`src/rtl/riscv_pkg.sv`:
```
// Shared constants and types for the decode-side register file and its scoreboard.
// Also holds the pending-flag helper used by both read ports.
package riscv_pkg;

    localparam int XLEN           = 32;
    localparam int REG_ADDR_WIDTH = 5;
    localparam int NUM_REGS       = 32;

    typedef logic [1:0] sb_cnt_t;

    // A source is pending unless its only outstanding producer retires this cycle
    // via the bypass path (and that producer is not simultaneously squashed).
    function automatic logic src_pending(
        input sb_cnt_t                   cnt,
        input logic [REG_ADDR_WIDTH-1:0] src_addr,
        input logic                      wb_en,
        input logic [REG_ADDR_WIDTH-1:0] wb_addr,
        input logic                      kill_en,
        input logic [REG_ADDR_WIDTH-1:0] kill_addr
    );
        logic retiring;
        retiring = (cnt == 2'd1) && wb_en && (wb_addr == src_addr)
                   && !(kill_en && (kill_addr == src_addr));
        return (src_addr != {REG_ADDR_WIDTH{1'b0}}) && (cnt != 2'd0) && !retiring;
    endfunction

endpackage

```
`src/rtl/sb_counter.sv`:
```
// One saturating 2-bit in-flight counter; overflow/underflow are single-cycle pulses
// that the parent accumulates into sticky flags.
module sb_counter
    import riscv_pkg::*;
(
    input  logic    clk,
    input  logic    reset,
    input  logic    inc,
    input  logic    dec_wb,
    input  logic    dec_kill,
    output sb_cnt_t cnt,
    output logic    ovf,
    output logic    unf
);

    sb_cnt_t    r_cnt;
    sb_cnt_t    w_next;
    logic [2:0] w_plus;
    logic [2:0] w_minus;
    logic [2:0] w_diff;

    // Sum all three events, then clamp to 0..3 and flag any clamp.
    always_comb begin
        w_plus  = {1'b0, r_cnt} + {2'b00, inc};
        w_minus = {2'b00, dec_wb} + {2'b00, dec_kill};
        w_diff  = w_plus - w_minus;
        w_next  = r_cnt;
        ovf     = 1'b0;
        unf     = 1'b0;
        if (w_plus < w_minus) begin
            w_next = 2'd0;
            unf    = 1'b1;
        end else if (w_diff > 3'd3) begin
            w_next = 2'd3;
            ovf    = 1'b1;
        end else begin
            w_next = w_diff[1:0];
        end
    end

    // Count register with synchronous clear.
    always_ff @(posedge clk) begin
        if (reset) begin
            r_cnt <= 2'd0;
        end else begin
            r_cnt <= w_next;
        end
    end

    assign cnt = r_cnt;

endmodule

```
`src/rtl/reg_file.sv`:
```
// Architectural register file x0..x31 with writeback bypass on both read ports and
// a per-register in-flight scoreboard that drives the decode stall flags.
module reg_file
    import riscv_pkg::*;
(
    input  logic                      clk,
    input  logic                      reset,
    input  logic [REG_ADDR_WIDTH-1:0] rs1_addr,
    input  logic [REG_ADDR_WIDTH-1:0] rs2_addr,
    output logic [XLEN-1:0]           rs1_data,
    output logic [XLEN-1:0]           rs2_data,
    output logic                      rs1_pending,
    output logic                      rs2_pending,
    input  logic                      wb_reg_write,
    input  logic [REG_ADDR_WIDTH-1:0] wb_rd_addr,
    input  logic [XLEN-1:0]           wb_write_data,
    input  logic                      sb_set,
    input  logic [REG_ADDR_WIDTH-1:0] sb_set_addr,
    input  logic                      sb_kill,
    input  logic [REG_ADDR_WIDTH-1:0] sb_kill_addr,
    output logic                      sb_overflow,
    output logic                      sb_underflow
);

    logic [XLEN-1:0]     r_regs [NUM_REGS];
    sb_cnt_t             w_cnt  [NUM_REGS];
    logic [NUM_REGS-1:0] w_ovf;
    logic [NUM_REGS-1:0] w_unf;
    logic                w_wb_hit;
    logic                r_overflow;
    logic                r_underflow;

    assign w_wb_hit = wb_reg_write && (wb_rd_addr != {REG_ADDR_WIDTH{1'b0}});

    // Storage: x0 is never written, so it only ever holds the reset value.
    always_ff @(posedge clk) begin
        if (reset) begin
            for (int i = 0; i < NUM_REGS; i++) begin
                r_regs[i] <= {XLEN{1'b0}};
            end
        end else if (w_wb_hit) begin
            r_regs[wb_rd_addr] <= wb_write_data;
        end
    end

    // Read ports with same-cycle writeback bypass.
    always_comb begin
        rs1_data = {XLEN{1'b0}};
        rs2_data = {XLEN{1'b0}};
        if (rs1_addr == {REG_ADDR_WIDTH{1'b0}}) begin
            rs1_data = {XLEN{1'b0}};
        end else if (w_wb_hit && (wb_rd_addr == rs1_addr)) begin
            rs1_data = wb_write_data;
        end else begin
            rs1_data = r_regs[rs1_addr];
        end
        if (rs2_addr == {REG_ADDR_WIDTH{1'b0}}) begin
            rs2_data = {XLEN{1'b0}};
        end else if (w_wb_hit && (wb_rd_addr == rs2_addr)) begin
            rs2_data = wb_write_data;
        end else begin
            rs2_data = r_regs[rs2_addr];
        end
    end

    assign w_cnt[0] = 2'd0;
    assign w_ovf[0] = 1'b0;
    assign w_unf[0] = 1'b0;

    for (genvar g = 1; g < NUM_REGS; g++) begin : g_sb
        sb_counter u_cnt (
            .clk      (clk),
            .reset    (reset),
            .inc      (sb_set       && (sb_set_addr  == REG_ADDR_WIDTH'(g))),
            .dec_wb   (wb_reg_write && (wb_rd_addr   == REG_ADDR_WIDTH'(g))),
            .dec_kill (sb_kill      && (sb_kill_addr == REG_ADDR_WIDTH'(g))),
            .cnt      (w_cnt[g]),
            .ovf      (w_ovf[g]),
            .unf      (w_unf[g])
        );
    end

    // Sticky error flags, cleared only by reset.
    always_ff @(posedge clk) begin
        if (reset) begin
            r_overflow  <= 1'b0;
            r_underflow <= 1'b0;
        end else begin
            r_overflow  <= r_overflow  | (|w_ovf);
            r_underflow <= r_underflow | (|w_unf);
        end
    end

    assign sb_overflow  = r_overflow;
    assign sb_underflow = r_underflow;

    assign rs1_pending = src_pending(w_cnt[rs1_addr], rs1_addr, wb_reg_write, wb_rd_addr,
                                     sb_kill, sb_kill_addr);
    assign rs2_pending = src_pending(w_cnt[rs2_addr], rs2_addr, wb_reg_write, wb_rd_addr,
                                     sb_kill, sb_kill_addr);

endmodule

```
`config.mk`:
```
export PLATFORM = sky130hd
export DESIGN_NAME = reg_file
export DESIGN_NICKNAME = d
export VERILOG_FILES = /design/src/rtl/riscv_pkg.sv /design/src/rtl/sb_counter.sv /design/src/rtl/reg_file.sv
export SDC_FILE = /design/constraint.sdc
export NUM_CORES = 2
export LEC_CHECK = 0
export CORE_MARGIN = 5
export CORE_UTILIZATION = 50
export DETAILED_ROUTE_END_ITERATION = 7
export PLACE_DENSITY = 0.66
export SYNTH_ARGS = -nofsm -noshare
export SYNTH_HDL_FRONTEND = slang
export SYNTH_HIERARCHICAL = 1
export SYNTH_SLANG_ARGS = --single-unit
```
`constraint.sdc`:
```
create_clock -name clk -period 8.5 [get_ports clk]
set_input_delay 0.85 -clock clk [delete_from_list [all_inputs] [get_ports clk]]
set_output_delay 0.85 -clock clk [all_outputs]
set_load 0.01 [all_outputs]
```
# Yosys cells after proc, flatten, opt, wreduce, memory -nomap -nowiden
# Memory sizes are Yosys's and may differ from the RTL's.
# Index checks and enable logic that the tools add are counted.
[totals] regBits=64 ramBits=1024 in_bits=62 output_inout_bits=68 wordCells=589 memories=1
[memory_table] memory="r_regs" depth=32 width=32 rd=2 rd_ports_with_merged_regs=0 wr=32 line_no="reg_file.sv:25" rtl="logic [XLEN-1:0] r_regs [NUM_REGS];"
[classes] add_sub_neg=93 magnitude_cmp=64 n_eq_ne=99 mux=142 bitwise=4 reduce_logical=153
[ops] op="5-bit equality test, second input constant" n=48
[ops] op="32-bit 2-to-1 mux" n=5
[ops] op="5-bit by 4-bit equality test with 1-bit output, second input constant" n=24
[ops] op="1-bit logical AND" n=108
[ops] op="1-bit 2-to-1 mux" n=99
[ops] op="2-bit by 1-bit adder with 3-bit output" n=31
[ops] op="3-bit by 2-bit greater-than comparator with 1-bit output, second input constant" n=31
[ops] op="3-bit < comparator" n=31
[ops] op="3-bit subtractor" n=31
[ops] op="2-bit 2-to-1 mux" n=35
[ops] op="1-bit by 1-bit adder with 2-bit output" n=31
[ops] op="2-bit OR reduction" n=31
[ops] op="31-bit OR reduction" n=2
[ops] op="5-bit by 3-bit equality test with 1-bit output, second input constant" n=12
[ops] op="32-bit OR reduction" n=1
[ops] op="5-bit by 2-bit equality test with 1-bit output, second input constant" n=6
[ops] op="2-bit binary-select mux with 5-bit select" n=2
[ops] op="5-bit equality test" n=4
[ops] op="5-bit by 1-bit equality test with 1-bit output, second input constant" n=3
[ops] op="5-bit nonzero test" n=3
[ops] op="6-bit greater-or-equal comparator, second input constant" n=2
[ops] op="5-bit NOT with 6-bit output" n=2
[ops] op="5-bit zero test" n=2
[ops] op="5-bit 2-to-1 mux" n=1
[ops] op="4 further kinds" n=10

# Depth between registers and ports, before layout
[logic_depth] depth_word=10 mapped_depth=14 mapped_depth_nobuf=13

# Cells and area by module
# Netlist, hierarchy kept.
[by_module_without_submodules] mod="reg_file" instances=1 cells_each=3992 area_per_inst_um2=56810.7 seq_area_each_um2=30789.5
[by_module_without_submodules] mod="sb_counter" instances=31 cells_each=17 area_per_inst_um2=181.4 seq_area_each_um2=40.0

# Worst setup path before layout
# OpenSTA, ideal clock, no wires.
[synth_path] path_type="input to output" start="input rs1_addr[0]" end="output rs1_data[6]" arrival_ps=2627 required_time_ps=7650 slack_ps=5023 cell_stages=8 path_buffers=3 cell_sequence="buf_4 > buf_4 > buf_2 > mux4_2 > mux2i_1 > o211ai_1 > a221oi_1 > nor2_1"
[synth_via] elab_chain_cells=4 word_cells_on_any_way=6 cone_classes="eq/ne (1); mux (2); reduce/logical (2); memory (1)"
[synth_lines] item="start, declared" line_no="reg_file.sv:8" rtl="input logic [REG_ADDR_WIDTH-1:0] rs1_addr,"
[synth_lines] item="branches (longest 3 deep; another with memory read 32 x 32 bit)"
[synth_lines] item="32-bit 2-to-1 mux (*)" line_no="reg_file.sv:50" rtl="if (rs1_addr == {REG_ADDR_WIDTH{1'b0}}) begin"
[synth_lines] item="end, declared" line_no="reg_file.sv:10" rtl="output logic [XLEN-1:0] rs1_data,"
# Mark *: on every way between the ends.

# Worst setup path after layout
[layout_path] start="input rs2_addr[2]" end="output rs2_data[24]"
[layout_via] elab_chain_cells=4 word_cells_on_any_way=6 cone_classes="eq/ne (1); mux (2); reduce/logical (2); memory (1)"
[layout_lines] item="start, declared" line_no="reg_file.sv:9" rtl="input logic [REG_ADDR_WIDTH-1:0] rs2_addr,"
[layout_lines] item="branches (longest 3 deep; another with memory read 32 x 32 bit)"
[layout_lines] item="32-bit 2-to-1 mux (*)" line_no="reg_file.sv:57" rtl="if (rs2_addr == {REG_ADDR_WIDTH{1'b0}}) begin"
[layout_lines] item="end, declared" line_no="reg_file.sv:11" rtl="output logic [XLEN-1:0] rs2_data,"
# Marked as above.

==> flow_summary_export.csv <==
group,metric,value,unit
yosys,synth.distinct_cells,63,
critical_path,slowest_delay,750,ps
routing,vias_per_cell,6.79,
critical_path,endpoint_kind,"output port",
floorplan,row_count,129,
cts,ctsHtreeMaxLevel,3,
cells_and_area,layout_common_cells,"edfxtp_1 (1,024), and2_1 (993), mux4_2 (467)",
cts,cts-root-buf,"clkbuf_16",
flow_run,maxCapViolations,0,
timing,skew,22.6,ps
hold_path,hp-class,"in -> reg",
routing,ant_nets,0,
grt,antenna_found_initial,11,
placed_design,dp_hpwl,131000,µm
timing,finalSetupViolCount,0,
cts,cts.sinks,1088,
cts,cts.path.max_buffers,3,
cts,clock_latency,720,ps
critical_path,crit_end,"rs2_data[24]",
yosys,synth-main-ff-cell,"edfxtp_1",
timing,finalWorstSetupSlack,2740,ps
critical_path,cp.required,7650,ps
routing,finalWirelength,217000,µm
cts,post_cts_resized,0,
cts,postCtsSetupBuffers,0,
yosys,ys_seq_area_share,51.3,%
floorplan,dieHeight,363,µm
yosys,ys.warnings.count,6,
critical_path,path_delay_family,"buffers and inverters",
critical_path,ff2ff_setup_slack,5430,ps
timing,hold_viol_final,0,
critical_path,path_cells,"buf_8 -> buf_4 -> buf_4 -> mux4_2 -> a2111oi_0 -> o21ai_0 -> a32o_1 -> clkdlybuf4s50_1",
cells_and_area,fin_nets,4767,
critical_path,r2r_start,"g_sb[5].u_cnt/cnt[0]$_SDFF_PP0_",
routing,drc,0,
placed_design,gp_congestion,0.905,
critical_path,critPathLaunch,"rs2_addr[2]",
grt,grt_usage,32.6,%
floorplan,core-area,124000,µm²
cts,cts_tree,"built",
yosys,syn_area,62400,µm²
floorplan,die_w,363,µm
power_and_ir_drop,vdd_drop_max,194,µV
placed_design,dp_slack,2860,ps
critical_path,critical_path_arrival,4910,ps
floorplan,design.die.area,132000,µm²
run_status,outcome,"completed",
grt,grt_pass1_vias,41900,
power_and_ir_drop,powerDensity,191,nW/µm²
timing,fin_crit_sh,67.7,%
yosys,netlist_instances,4519,
critical_path,cp.depth,8,
routing,drt_iter0_drc,6290,
critical_path,cp_max_fo,49,
critical_path,crit_path_top_delay_cell,"buf_4",
yosys,synth_edf_count,1024,
cells_and_area,final_common_cell,"edfxtp_1",
floorplan,initial_core_util,50.4,%
timing,rsz0062_at_grt,"no",
yosys,synthArstFlopShare,0,%
cts,numCtsBuffers,118,
critical_path,path_buf_inv,4,
grt,grt.overflow.total,0,
cts,holdBufCountCts,0,
cells_and_area,n_fill_cell,9956,
grt,grt_pass1_wl,307000,µm
timing,clock.fmax,0.174,GHz
cells_and_area,final_layout_size_suffix_gt1_share,19.4,%
cells_and_area,area_delta_synth_final,10.8,%
critical_path,r2r_cells,10,
routing,wl_per_cell,34.7,µm
cts,path_clk_slew,60,ps
critical_path,startpoint_type,"input pin",
power_and_ir_drop,leakage,0.0243,µW
grt,grt_start_max_net_pins,118,
timing,fin_crit,5760,ps
timing,fin_tns_setup,0,ps
yosys,synth_area_per_cell,13.8,µm²
timing,worst_slew_pin_slew,1320,ps
timing,relSlewSlack,9.47,%
critical_path,r2r_end,"sb_overflow$_SDFF_PP0_",
timing,slew_violations,0,
routing,drt_pass1_iterations,6,
yosys,ys_seq_elements,1088,
routing,vias,42500,
critical_path,cp_common_cell,"buf_4",
critical_path,crit_type,"in -> out",
floorplan,ios,130,
placed_design,portBuffers,129,
[metrics by stage]
stage	power [µW]	hold slack [ps]	util (%)	std cells	instance area (µm²)
6_report	13200	596	55.8	6258	69200
5_1_grt	13500	607	55.8	6254	69200
4_1_cts	13200	556	55.8	6251	69200
3_5_place_dp	8230	605	52.8	6036	65500
3_3_place_gp	8200	592	52.8	6036	65500
2_1_floorplan	7440	619	-	4550	62600
[cell type report]
cell class	count	area (µm²)	share of cell area, %
diodes	7	17.5	0.0253
clock buffers	156	3140	4.54
clock inverters	59	522	0.754
inverters	129	484	0.700
multi-input cells	2909	28500	41.2
flip-flops and latches	1088	32000	46.3
well taps	1637	2050	2.96
repair buffers	273	2460	3.55
[state kept, by name (all words and copies together), names as in the netlist]
signal / flops
r_regs: 1024
sb_underflow: 1
sb_overflow: 1
g_sb.u_cnt/cnt: 62
[synth_stat cells, types with 35 or more instances]
library cell     n  area share [%]
a21oi_1         54            0.43
and2_1         993             9.9
ha_1           124             2.5
a211oi_1        88             1.1
a221oi_1        35            0.49
nand3_1         35            0.28
fa_1            62             2.0
dfxtp_1         64             2.1
mux2i_1        190             3.0
nor2_1         219             1.3
clkbuf_1       289             1.7
xnor2_1         43            0.60
inv_1          127            0.76
mux4_2         467              17
edfxtp_1      1024              49
o22ai_1         55            0.55
o221ai_1        53            0.74
buf_2           89            0.71
nand2_1         88            0.53
[logic make-up (layout without fill, tap and decap cells)]
| family | count (synthesis) | in the layout | share of synthesized area, % |
|---|---|---|---|
| adder cells (fa/ha/maj) | 186 | 186 | 4.47 |
| multiplexers | 684 | 684 | 20.4 |
| buffers and inverters | 553 | 617 | 3.71 |
| XOR/XNOR | 51 | 51 | 0.715 |
| flip-flops | 1088 | 1088 | 51.3 |
| AO/OA/AOI/OAI | 464 | 464 | 5.74 |
| AND/OR/NAND/NOR | 1492 | 1492 | 13.7 |
| other | 1 | 39 | 0.00601 |
[worst reg2reg max path, cell delays in order, from the launching register on]
cell and delay, ps:
dfxtp_1 340, ha_1 280, inv_1 40, ha_1 210, fa_1 440, xnor2_1 320
nor2_1 70, nor4_1 520, nand4_1 450, nor2_1 210, nor2_1 50
[how the worst min path moves through the flow]
stage	start	to	cells past startpoint
final	reset	sb_overflow$_SDFF_PP0_	2
after global routing	reset	sb_overflow$_SDFF_PP0_	2
after CTS	reset	sb_overflow$_SDFF_PP0_	2
after detailed placement	sb_overflow$_SDFF_PP0_	sb_overflow$_SDFF_PP0_	4
after global placement	sb_overflow$_SDFF_PP0_	sb_overflow$_SDFF_PP0_	4
after floorplan	sb_overflow$_SDFF_PP0_	sb_overflow$_SDFF_PP0_	4
[where the power goes]
part	switching (µW)	total, µW	leakage, µW	internal (µW)
Combinational	1100	1850	0.0122	749
Sequential	163	6320	0.0103	6160
Clock	2190	5020	0.00178	2820
[per-layer routing]
layer	wire (µm)	vias up	GRT usage, %	share of wire, %
li1	-	17100	-	-
met2	99000	2999	50.6	46
met3	27800	525	9.00	13
met1	81100	21900	44.3	37
met4	9450	2	12.6	4.3
met5	11	-	0	0.0051
Power figures use the tool's default switching activity.
